==> src/rtl/ctrl_pkg.sv <==
// Shared encodings for the multicycle RISC-V control FSM and its opcode decoder.
package ctrl_pkg;

  typedef enum logic [3:0] {
    S_FETCH    = 4'd0,
    S_DECODE   = 4'd1,
    S_MEMADR   = 4'd2,
    S_MEMREAD  = 4'd3,
    S_MEMWB    = 4'd4,
    S_MEMWRITE = 4'd5,
    S_EXECR    = 4'd6,
    S_EXECI    = 4'd7,
    S_ALUWB    = 4'd8,
    S_BEQ      = 4'd9,
    S_JAL      = 4'd10
  } state_t;

  localparam logic [6:0] OP_LW  = 7'b0000011;
  localparam logic [6:0] OP_SW  = 7'b0100011;
  localparam logic [6:0] OP_R   = 7'b0110011;
  localparam logic [6:0] OP_I   = 7'b0010011;
  localparam logic [6:0] OP_BEQ = 7'b1100011;
  localparam logic [6:0] OP_JAL = 7'b1101111;

  localparam logic [1:0] ALU_ADD   = 2'b00;
  localparam logic [1:0] ALU_SUB   = 2'b01;
  localparam logic [1:0] ALU_FUNCT = 2'b10;

  localparam logic [1:0] SRCA_PC    = 2'b00;
  localparam logic [1:0] SRCA_OLDPC = 2'b01;
  localparam logic [1:0] SRCA_RS1   = 2'b10;

  localparam logic [1:0] SRCB_RS2  = 2'b00;
  localparam logic [1:0] SRCB_IMM  = 2'b01;
  localparam logic [1:0] SRCB_FOUR = 2'b10;

  localparam logic [1:0] RES_ALUOUT    = 2'b00;
  localparam logic [1:0] RES_DATA      = 2'b01;
  localparam logic [1:0] RES_ALURESULT = 2'b10;

  localparam logic [1:0] IMM_I = 2'b00;
  localparam logic [1:0] IMM_S = 2'b01;
  localparam logic [1:0] IMM_B = 2'b10;
  localparam logic [1:0] IMM_J = 2'b11;

  // One-hot instruction class; all-zero means unsupported.
  typedef struct packed {
    logic lw;
    logic sw;
    logic r;
    logic i;
    logic beq;
    logic jal;
  } op_class_t;

endpackage

==> src/rtl/op_class_decoder.sv <==
// Combinational opcode classifier: class one-hot, immediate format, illegal flag.
module op_class_decoder
  import ctrl_pkg::*;
#(
  parameter int HAS_JAL   = 1,
  parameter int HAS_ITYPE = 1
) (
  input  logic [6:0] op,
  output op_class_t  cls,
  output logic [1:0] imm_src,
  output logic       illegal
);

  // Classify opcode; disabled classes leave the one-hot empty so they read as illegal.
  // ImmSrc follows the opcode's encoding format regardless of whether the class is enabled.
  always_comb begin
    cls     = '0;
    imm_src = IMM_I;
    case (op)
      OP_LW:  cls.lw = 1'b1;
      OP_SW:  begin cls.sw = 1'b1; imm_src = IMM_S; end
      OP_R:   cls.r = 1'b1;
      OP_I:   cls.i = (HAS_ITYPE != 0);
      OP_BEQ: begin cls.beq = 1'b1; imm_src = IMM_B; end
      OP_JAL: begin cls.jal = (HAS_JAL != 0); imm_src = IMM_J; end
      default: ;
    endcase
    illegal = (cls == '0);
  end

endmodule

==> src/rtl/multicycle_controller.sv <==
// Moore-style control FSM for the multicycle RISC-V datapath.
module multicycle_controller
  import ctrl_pkg::*;
#(
  parameter int HAS_JAL       = 1,
  parameter int HAS_ITYPE     = 1,
  parameter int MEM_HANDSHAKE = 1
) (
  input  logic       clk,
  input  logic       rst_n,
  input  logic [6:0] op,
  input  logic       Zero,
  input  logic       MemReady,
  output logic       MemReq,
  output logic       MemWrite,
  output logic       AdrSrc,
  output logic       IRWrite,
  output logic       PCWrite,
  output logic       RegWrite,
  output logic [1:0] ALUSrcA,
  output logic [1:0] ALUSrcB,
  output logic [1:0] ALUOp,
  output logic [1:0] ResultSrc,
  output logic [1:0] ImmSrc,
  output logic       IllegalOp,
  output logic       Retire,
  output logic [3:0] State
);

  state_t     r_state;
  state_t     w_next;
  op_class_t  w_cls;
  logic [1:0] w_imm;
  logic       w_illegal;
  logic       w_rdy;

  op_class_decoder #(
    .HAS_JAL   (HAS_JAL),
    .HAS_ITYPE (HAS_ITYPE)
  ) u_dec (
    .op      (op),
    .cls     (w_cls),
    .imm_src (w_imm),
    .illegal (w_illegal)
  );

  // Without the handshake every memory access is treated as done in one cycle.
  assign w_rdy = (MEM_HANDSHAKE != 0) ? MemReady : 1'b1;

  assign State = r_state;

  // State register; reset parks the FSM in FETCH.
  always_ff @(posedge clk or negedge rst_n) begin
    if (!rst_n) r_state <= S_FETCH;
    else        r_state <= w_next;
  end

  // Next-state: memory states hold until ready, DECODE dispatches on instruction class.
  always_comb begin
    w_next = S_FETCH;
    case (r_state)
      S_FETCH:    w_next = w_rdy ? S_DECODE : S_FETCH;
      S_DECODE: begin
        if (w_cls.lw || w_cls.sw) w_next = S_MEMADR;
        else if (w_cls.r)         w_next = S_EXECR;
        else if (w_cls.i)         w_next = S_EXECI;
        else if (w_cls.beq)       w_next = S_BEQ;
        else if (w_cls.jal)       w_next = S_JAL;
        else                      w_next = S_FETCH;
      end
      S_MEMADR: begin
        if (w_cls.lw)      w_next = S_MEMREAD;
        else if (w_cls.sw) w_next = S_MEMWRITE;
        else               w_next = S_FETCH;
      end
      S_MEMREAD:  w_next = w_rdy ? S_MEMWB : S_MEMREAD;
      S_MEMWB:    w_next = S_FETCH;
      S_MEMWRITE: w_next = w_rdy ? S_FETCH : S_MEMWRITE;
      S_EXECR:    w_next = S_ALUWB;
      S_EXECI:    w_next = S_ALUWB;
      S_ALUWB:    w_next = S_FETCH;
      S_BEQ:      w_next = S_FETCH;
      S_JAL:      w_next = S_ALUWB;
      default:    w_next = S_FETCH;
    endcase
  end

  // Per-state control outputs; everything is forced low while reset is held.
  always_comb begin
    MemReq    = 1'b0;
    MemWrite  = 1'b0;
    AdrSrc    = 1'b0;
    IRWrite   = 1'b0;
    PCWrite   = 1'b0;
    RegWrite  = 1'b0;
    ALUSrcA   = SRCA_PC;
    ALUSrcB   = SRCB_RS2;
    ALUOp     = ALU_ADD;
    ResultSrc = RES_ALUOUT;
    ImmSrc    = IMM_I;
    IllegalOp = 1'b0;
    Retire    = 1'b0;
    if (rst_n) begin
      ImmSrc = w_imm;
      case (r_state)
        S_FETCH: begin
          MemReq    = 1'b1;
          ALUSrcA   = SRCA_PC;
          ALUSrcB   = SRCB_FOUR;
          ResultSrc = RES_ALURESULT;
          IRWrite   = w_rdy;
          PCWrite   = w_rdy;
        end
        S_DECODE: begin
          ALUSrcA   = SRCA_OLDPC;
          ALUSrcB   = SRCB_IMM;
          IllegalOp = w_illegal;
        end
        S_MEMADR: begin
          ALUSrcA = SRCA_RS1;
          ALUSrcB = SRCB_IMM;
        end
        S_MEMREAD: begin
          MemReq = 1'b1;
          AdrSrc = 1'b1;
        end
        S_MEMWB: begin
          ResultSrc = RES_DATA;
          RegWrite  = 1'b1;
          Retire    = 1'b1;
        end
        S_MEMWRITE: begin
          MemReq   = 1'b1;
          MemWrite = 1'b1;
          AdrSrc   = 1'b1;
          Retire   = w_rdy;
        end
        S_EXECR: begin
          ALUSrcA = SRCA_RS1;
          ALUSrcB = SRCB_RS2;
          ALUOp   = ALU_FUNCT;
        end
        S_EXECI: begin
          ALUSrcA = SRCA_RS1;
          ALUSrcB = SRCB_IMM;
          ALUOp   = ALU_FUNCT;
        end
        S_ALUWB: begin
          RegWrite = 1'b1;
          Retire   = 1'b1;
        end
        S_BEQ: begin
          ALUSrcA = SRCA_RS1;
          ALUSrcB = SRCB_RS2;
          ALUOp   = ALU_SUB;
          PCWrite = Zero;
          Retire  = 1'b1;
        end
        S_JAL: begin
          ALUSrcA = SRCA_OLDPC;
          ALUSrcB = SRCB_FOUR;
          PCWrite = 1'b1;
        end
        default: ;
      endcase
    end
  end

endmodule

==> config.mk <==
export PLATFORM = sky130hd
export DESIGN_NAME = multicycle_controller
export DESIGN_NICKNAME = d
export VERILOG_FILES = /design/src/rtl/ctrl_pkg.sv /design/src/rtl/op_class_decoder.sv /design/src/rtl/multicycle_controller.sv
export SDC_FILE = /design/constraint.sdc
export NUM_CORES = 1
export LEC_CHECK = 0
export BUFFER_PORTS_ARGS = -buffer_cell sky130_fd_sc_hd__buf_2
export CAP_MARGIN = 20
export CORE_MARGIN = 2
export CORE_UTILIZATION = 44
export CTS_BUF_LIST = sky130_fd_sc_hd__clkbuf_4 sky130_fd_sc_hd__clkbuf_8
export CTS_CLUSTER_DIAMETER = 40
export CTS_CLUSTER_SIZE = 20
export DETAILED_ROUTE_END_ITERATION = 10
export PLACE_DENSITY = 0.8
export SLEW_MARGIN = 20
export SYNTH_ARGS = -nofsm -noshare
export SYNTH_HDL_FRONTEND = slang
export SYNTH_SLANG_ARGS = --single-unit
==> constraint.sdc <==
create_clock -name clk -period 1.8 [get_ports clk]
set_input_delay 0.36 -clock clk [delete_from_list [all_inputs] [get_ports clk]]
set_output_delay 0.36 -clock clk [all_outputs]
set_load 0.05 [all_outputs]
==> qor.csv, run 1 <==
stage,metric,value,unit
cts,hold buffers post-CTS,0,
cts,H-Tree Depth,1,
synthesis,Post-Syn Instances,88,
synthesis,Ys Warns,0,
placed_design,Placer Congestion,0.858,
synthesis,"FFs w/ async S/R, synth",1.00,
outcome,failing step,global routing (5_1_grt),
synthesis,"Distinct cells, synth",31,
synthesis,post-synthesis cell area,572,um2
cts,clk root buf,clkbuf_4,
placed_design,Placed Instance Area,897,um2
outcome,Run Error,"[ERROR DPL-0038] Utilization greater than 100%, impossible to legalize",
synthesis,number of synthesized flops with an enable pin,0,
cts,clk sinks,4,
placed_design,port bufs,32,
synthesis,#FFs+latches synth,4,
floorplanning,io pins,33,
synthesis,average cell area after synthesis,6.50,um2
global_routing,largest net degree at the start of global routing,13,
placed_design,Detailed Place HPWL,1340,um
cts,CTS max path bufs,2,
sta,GR repair worst EP,MemReq,
floorplanning,Starting Density,0.495,
floorplanning,Die Height,40.1,um
cts,TritonCTS Buffers,3,
floorplanning,standard-cell rows,12,
sta,worst_ep kind,top-level output,
outcome,status,aborted with a tool error,
synthesis,Synthesized Nets,99,
placed_design,Place WS,0.0455,ns
synthesis,Main synth FF type,dfrtp_1,
floorplanning,Horiz. Die Dim,40.1,um
synthesis,"Seq/Total Area, Yosys",0.175,
[cell families after synthesis]
group / Yosys count / synth area share
simple gates: 60 / 0.565
compound gates: 17 / 0.190
flops: 4 / 0.175
xor+xnor: 2 / 0.0306
buf+inv: 5 / 0.0394
[per-stage QoR]
step | hold slack, ns | cells | setup TNS [ns] | utilization
after CTS | 0.107 | 154 | -0.0232 | 0.951
after detailed placement | 0.345 | 139 | 0 | 0.776
after global placement | 0.341 | 139 | 0 | 0.776
after floorplan | 0.0644 | 88 | -0.607 | -
[timing repair]
action	4_1_cts
gates cloned	0
endpoints found under the setup margin	13
gates resized for setup	30
endpoints found under the hold margin	0
pin swaps	4
setup buffers	12
[cells in the mapped netlist (2+ instances only)]
master / n / area, um2
nor3_1: 4 / 20.0
o21ai_0: 3 / 15.0
nor2_1: 11 / 41.3
and2_1: 2 / 12.5
nor4_1: 2 / 12.5
nand3_1: 4 / 20.0
and3_1: 3 / 18.8
o31ai_1: 2 / 15.0
nand2b_1: 6 / 37.5
nor2b_1: 6 / 37.5
nand2_1: 12 / 45.0
a21oi_1: 5 / 25.0
nor3b_1: 2 / 15.0
or2_1: 2 / 12.5
dfrtp_1: 4 / 100
o21a_1: 2 / 15.0
xor2_1: 2 / 17.5
buf_2: 3 / 15.0
==> run 2, diff against run 1 <==
--- a/config.mk
+++ b/config.mk
@@ -7,13 +7,10 @@
 export LEC_CHECK = 0
 export BUFFER_PORTS_ARGS = -buffer_cell sky130_fd_sc_hd__buf_2
 export CAP_MARGIN = 20
-export CORE_MARGIN = 2
-export CORE_UTILIZATION = 44
-export CTS_BUF_LIST = sky130_fd_sc_hd__clkbuf_4 sky130_fd_sc_hd__clkbuf_8
-export CTS_CLUSTER_DIAMETER = 40
-export CTS_CLUSTER_SIZE = 20
+export CORE_AREA = 2 2 63 65
 export DETAILED_ROUTE_END_ITERATION = 10
-export PLACE_DENSITY = 0.8
+export DIE_AREA = 0 0 65 67
+export PLACE_DENSITY_LB_ADDON = 0.15
 export SLEW_MARGIN = 20
 export SYNTH_ARGS = -nofsm -noshare
 export SYNTH_HDL_FRONTEND = slang
==> run 2 against run 1 <==
  * Area after synthesis did not move
  * The flow now finishes, with violations (setup timing)
  * Synthesized cell count stayed put
==> qor.csv, run 2 <==
stage,metric,value,unit
outcome,status,finished with violations,
outcome,violated checks,setup timing,
sta,Final Worst Setup Slack,-0.0452,ns
floorplanning,io pins,33,
cts,H-Tree Depth,1,
synthesis,Ys Warns,0,
final_layout,fin nets,153,
worst_setup_path,WP data required,1.44,ns
worst_setup_path,CP Max Fanout,5,
worst_setup_path,Crit. End Element,primary output,
final_layout,max FFs per register,4,
synthesis,top post-synthesis cells by area,"dfrtp_1, nand2_1, nor2_1, nand2b_1, nor2b_1",
power,Internal,343,uW
cts,CTS tree,built,
sta,"Hold Vio Cnt, Final",0,
cts,clk sinks,4,
detailed_routing,"antenna viol nets, final",0,
placed_design,Placed Instances,174,
sta,Final Skew,0.000201,ns
final_layout,number of diodes,0,
power,power after layout,542,uW
synthesis,"FFs w/ async S/R, synth",1.00,
detailed_routing,Via Count,813,
sta,Worst-Margin Slew,0.419,ns
synthesis,post-synthesis cell area,572,um2
power,leakage,0.564,nW
sta,FMAX,542,MHz
final_layout,Multi-input gate area,607,um2
synthesis,Main synth FF type,dfrtp_1,
cts,hold buffers post-CTS,0,
cts,clk_lat worst skew,0.22,ns
synthesis,most common cell in the netlist,nand2_1,
power,sequential share of power,0.187,
floorplanning,Die Area,4360,um2
worst_setup_path,Worst Setup SP,State[1]$_DFF_PN0_,
cts,clk root buf,clkbuf_8,
sta,"Min Clock Period, post-route",1.85,ns
final_layout,fill cell count,397,
detailed_routing,DRT Pass-1 Iters,4,
synthesis,#FFs+latches synth,4,
final_layout,most frequent cells in the layout,"buf_2, buf_4, buf_6",
sta,"Slew Viols, Final",0,
sta,worst slew margin relative to its limit,0.721,
synthesis,"Seq/Total Area, Yosys",0.175,
final_layout,Area Overhead vs Synth,117,%
worst_setup_path,reg2reg start,State[0]$_DFF_PN0_,
worst_setup_path,Setup CP Type,flip-flop to primary output,
global_routing,total congestion overflow,0,
global_routing,GRT Overall Usage,0.105,
detailed_routing,via density per instance,4.32,
synthesis,"Distinct cells, synth",31,
sta,Final period util,1.03,
detailed_routing,Detailed Route WL,2150,um
global_routing,vias in the first global route,785,
final_layout,Reg area,105,um2
power,Pwr Density,437,nW/um2
floorplanning,standard-cell rows,22,
synthesis,Synthesized Nets,99,
sta,final setup violating endpoints,4,
floorplanning,Core Footprint,3610,um2
floorplanning,Starting Density,0.159,
synthesis,Synth area leader,dfrtp_1,
detailed_routing,starting DRC count in detailed routing,15,
synthesis,average cell area after synthesis,6.50,um2
run,MaxCap Viol Count,0,
detailed_routing,DRC,0,
worst_setup_path,Worst Path Arrival,1.49,ns
synthesis,Synth top cells by count,"nand2_1, nor2_1, nand2b_1, nor2b_1, a21oi_1",
sta,RSZ-0062 raised after global routing,yes,
final_layout,Finished Layout Cells,188,
worst_setup_path,startpoint class of the critical path,flip-flop,
placed_design,port bufs,32,
floorplanning,Die Height,67,um
power,"IR drop worst, VDD",0.249,mV
power,sw frac,0.368,
global_routing,first-pass GRT wire length,3590,um
floorplanning,Horiz. Die Dim,65,um
worst_hold_path,worst hold path class,input port to async pin,
final_layout,proportion of layout cells with a drive suffix above 1,0.629,
placed_design,Place WS,0.0304,ns
cts,CTS max path bufs,2,
power,logic gate share of total power,0.469,
detailed_routing,DR WL/cell,11.4,um
final_layout,Finished Core Util,0.344,
synthesis,Post-Syn Instances,88,
global_routing,largest net degree at the start of global routing,10,
placed_design,Placer Congestion,0.708,
synthesis,share of the synthesized area in the top cell type,0.175,
synthesis,number of synthesized flops with an enable pin,0,
cts,TritonCTS Buffers,3,
global_routing,initial antenna violation count,0,
placed_design,Detailed Place HPWL,1660,um
power,Clk pwr share,0.345,
cts,register clock-pin slew on the reported worst setup and hold paths,0.03,ns
power,Net Sw Power,200,uW
==> run 2: per-layer routing <==
| metal | part of all wire | global-route usage |
|---|---|---|
| met3 | 0.066 | 0.0253 |
| met2 | 0.45 | 0.165 |
| met1 | 0.48 | 0.139 |
| met4 | 0.0084 | 0.0399 |
| met5 | 0 | 0 |
==> run 2: final cells by class <==
type                            instances  share of cell area
Multi-Input combinational cell         79               0.489
Sequential cell                         4              0.0848
Timing Repair Buffer                   53               0.341
Clock buffer                            3              0.0333
Tap cell                               48              0.0484
Inverter                                1             0.00303
==> run 2: cell families (layout without fill, tap and decap cells) <==
kind of cell / after synthesis / after routing / synth area share
DFF: 4 / 4 / 0.175
buffers and inverters: 5 / 57 / 0.0394
and+or+nand+nor: 60 / 60 / 0.565
AOI/OAI and AO/OA: 17 / 17 / 0.190
xor gates and xnor gates: 2 / 2 / 0.0306
==> run 2: metrics by stage <==
step	setup TNS, ns	instance area (um2)	hold slack, ns
after floorplan	-0.607	687	0.0644
after global placement	0	947	0.386
after detailed placement	0	947	0.388
after CTS	-0.109	1160	0.162
after global routing	-0.571	1240	0.206
final	-0.0970	1240	0.184
==> run 2: path summary, 6_finish.rpt <==
kind	endpoint	slack (ns)	cells after the start
setup / recovery	MemReq	-0.05	5
setup reg to reg	State[0]$_DFF_PN0_	0.13	5
hold reg to reg	State[1]$_DFF_PN0_	0.64	3
hold / removal	State[3]$_DFF_PN0_	0.18	2
min in group clk	State[0]$_DFF_PN0_	0.60	4
max in group asynchronous	State[2]$_DFF_PN0_	1.49	2
==> run 2: critical path, cell delays in order (launching register included) <==
cell and delay [ns]:
dfrtp_2 0.42, buf_4 0.15, xor2_1 0.14, and3_4 0.16
or2_4 0.25, buf_8 0.15
==> run 2: repair_timing <==
item,4_1_cts,5_1_grt
buffers inserted,7,4
pin swaps,4,7
endpoints found under the setup margin,14,15
resized for setup,34,16
==> run 2: power by group through the flow <==
stage	registers (mW)	clock network, mW	logic [mW]
2_1_floorplan	0.109	0	0.134
3_3_place_gp	0.102	0	0.197
3_5_place_dp	0.102	0	0.197
4_1_cts	0.101	0.193	0.240
5_1_grt	0.102	0.198	0.272
6_report	0.101	0.187	0.254
Power figures use the tool's default switching activity.
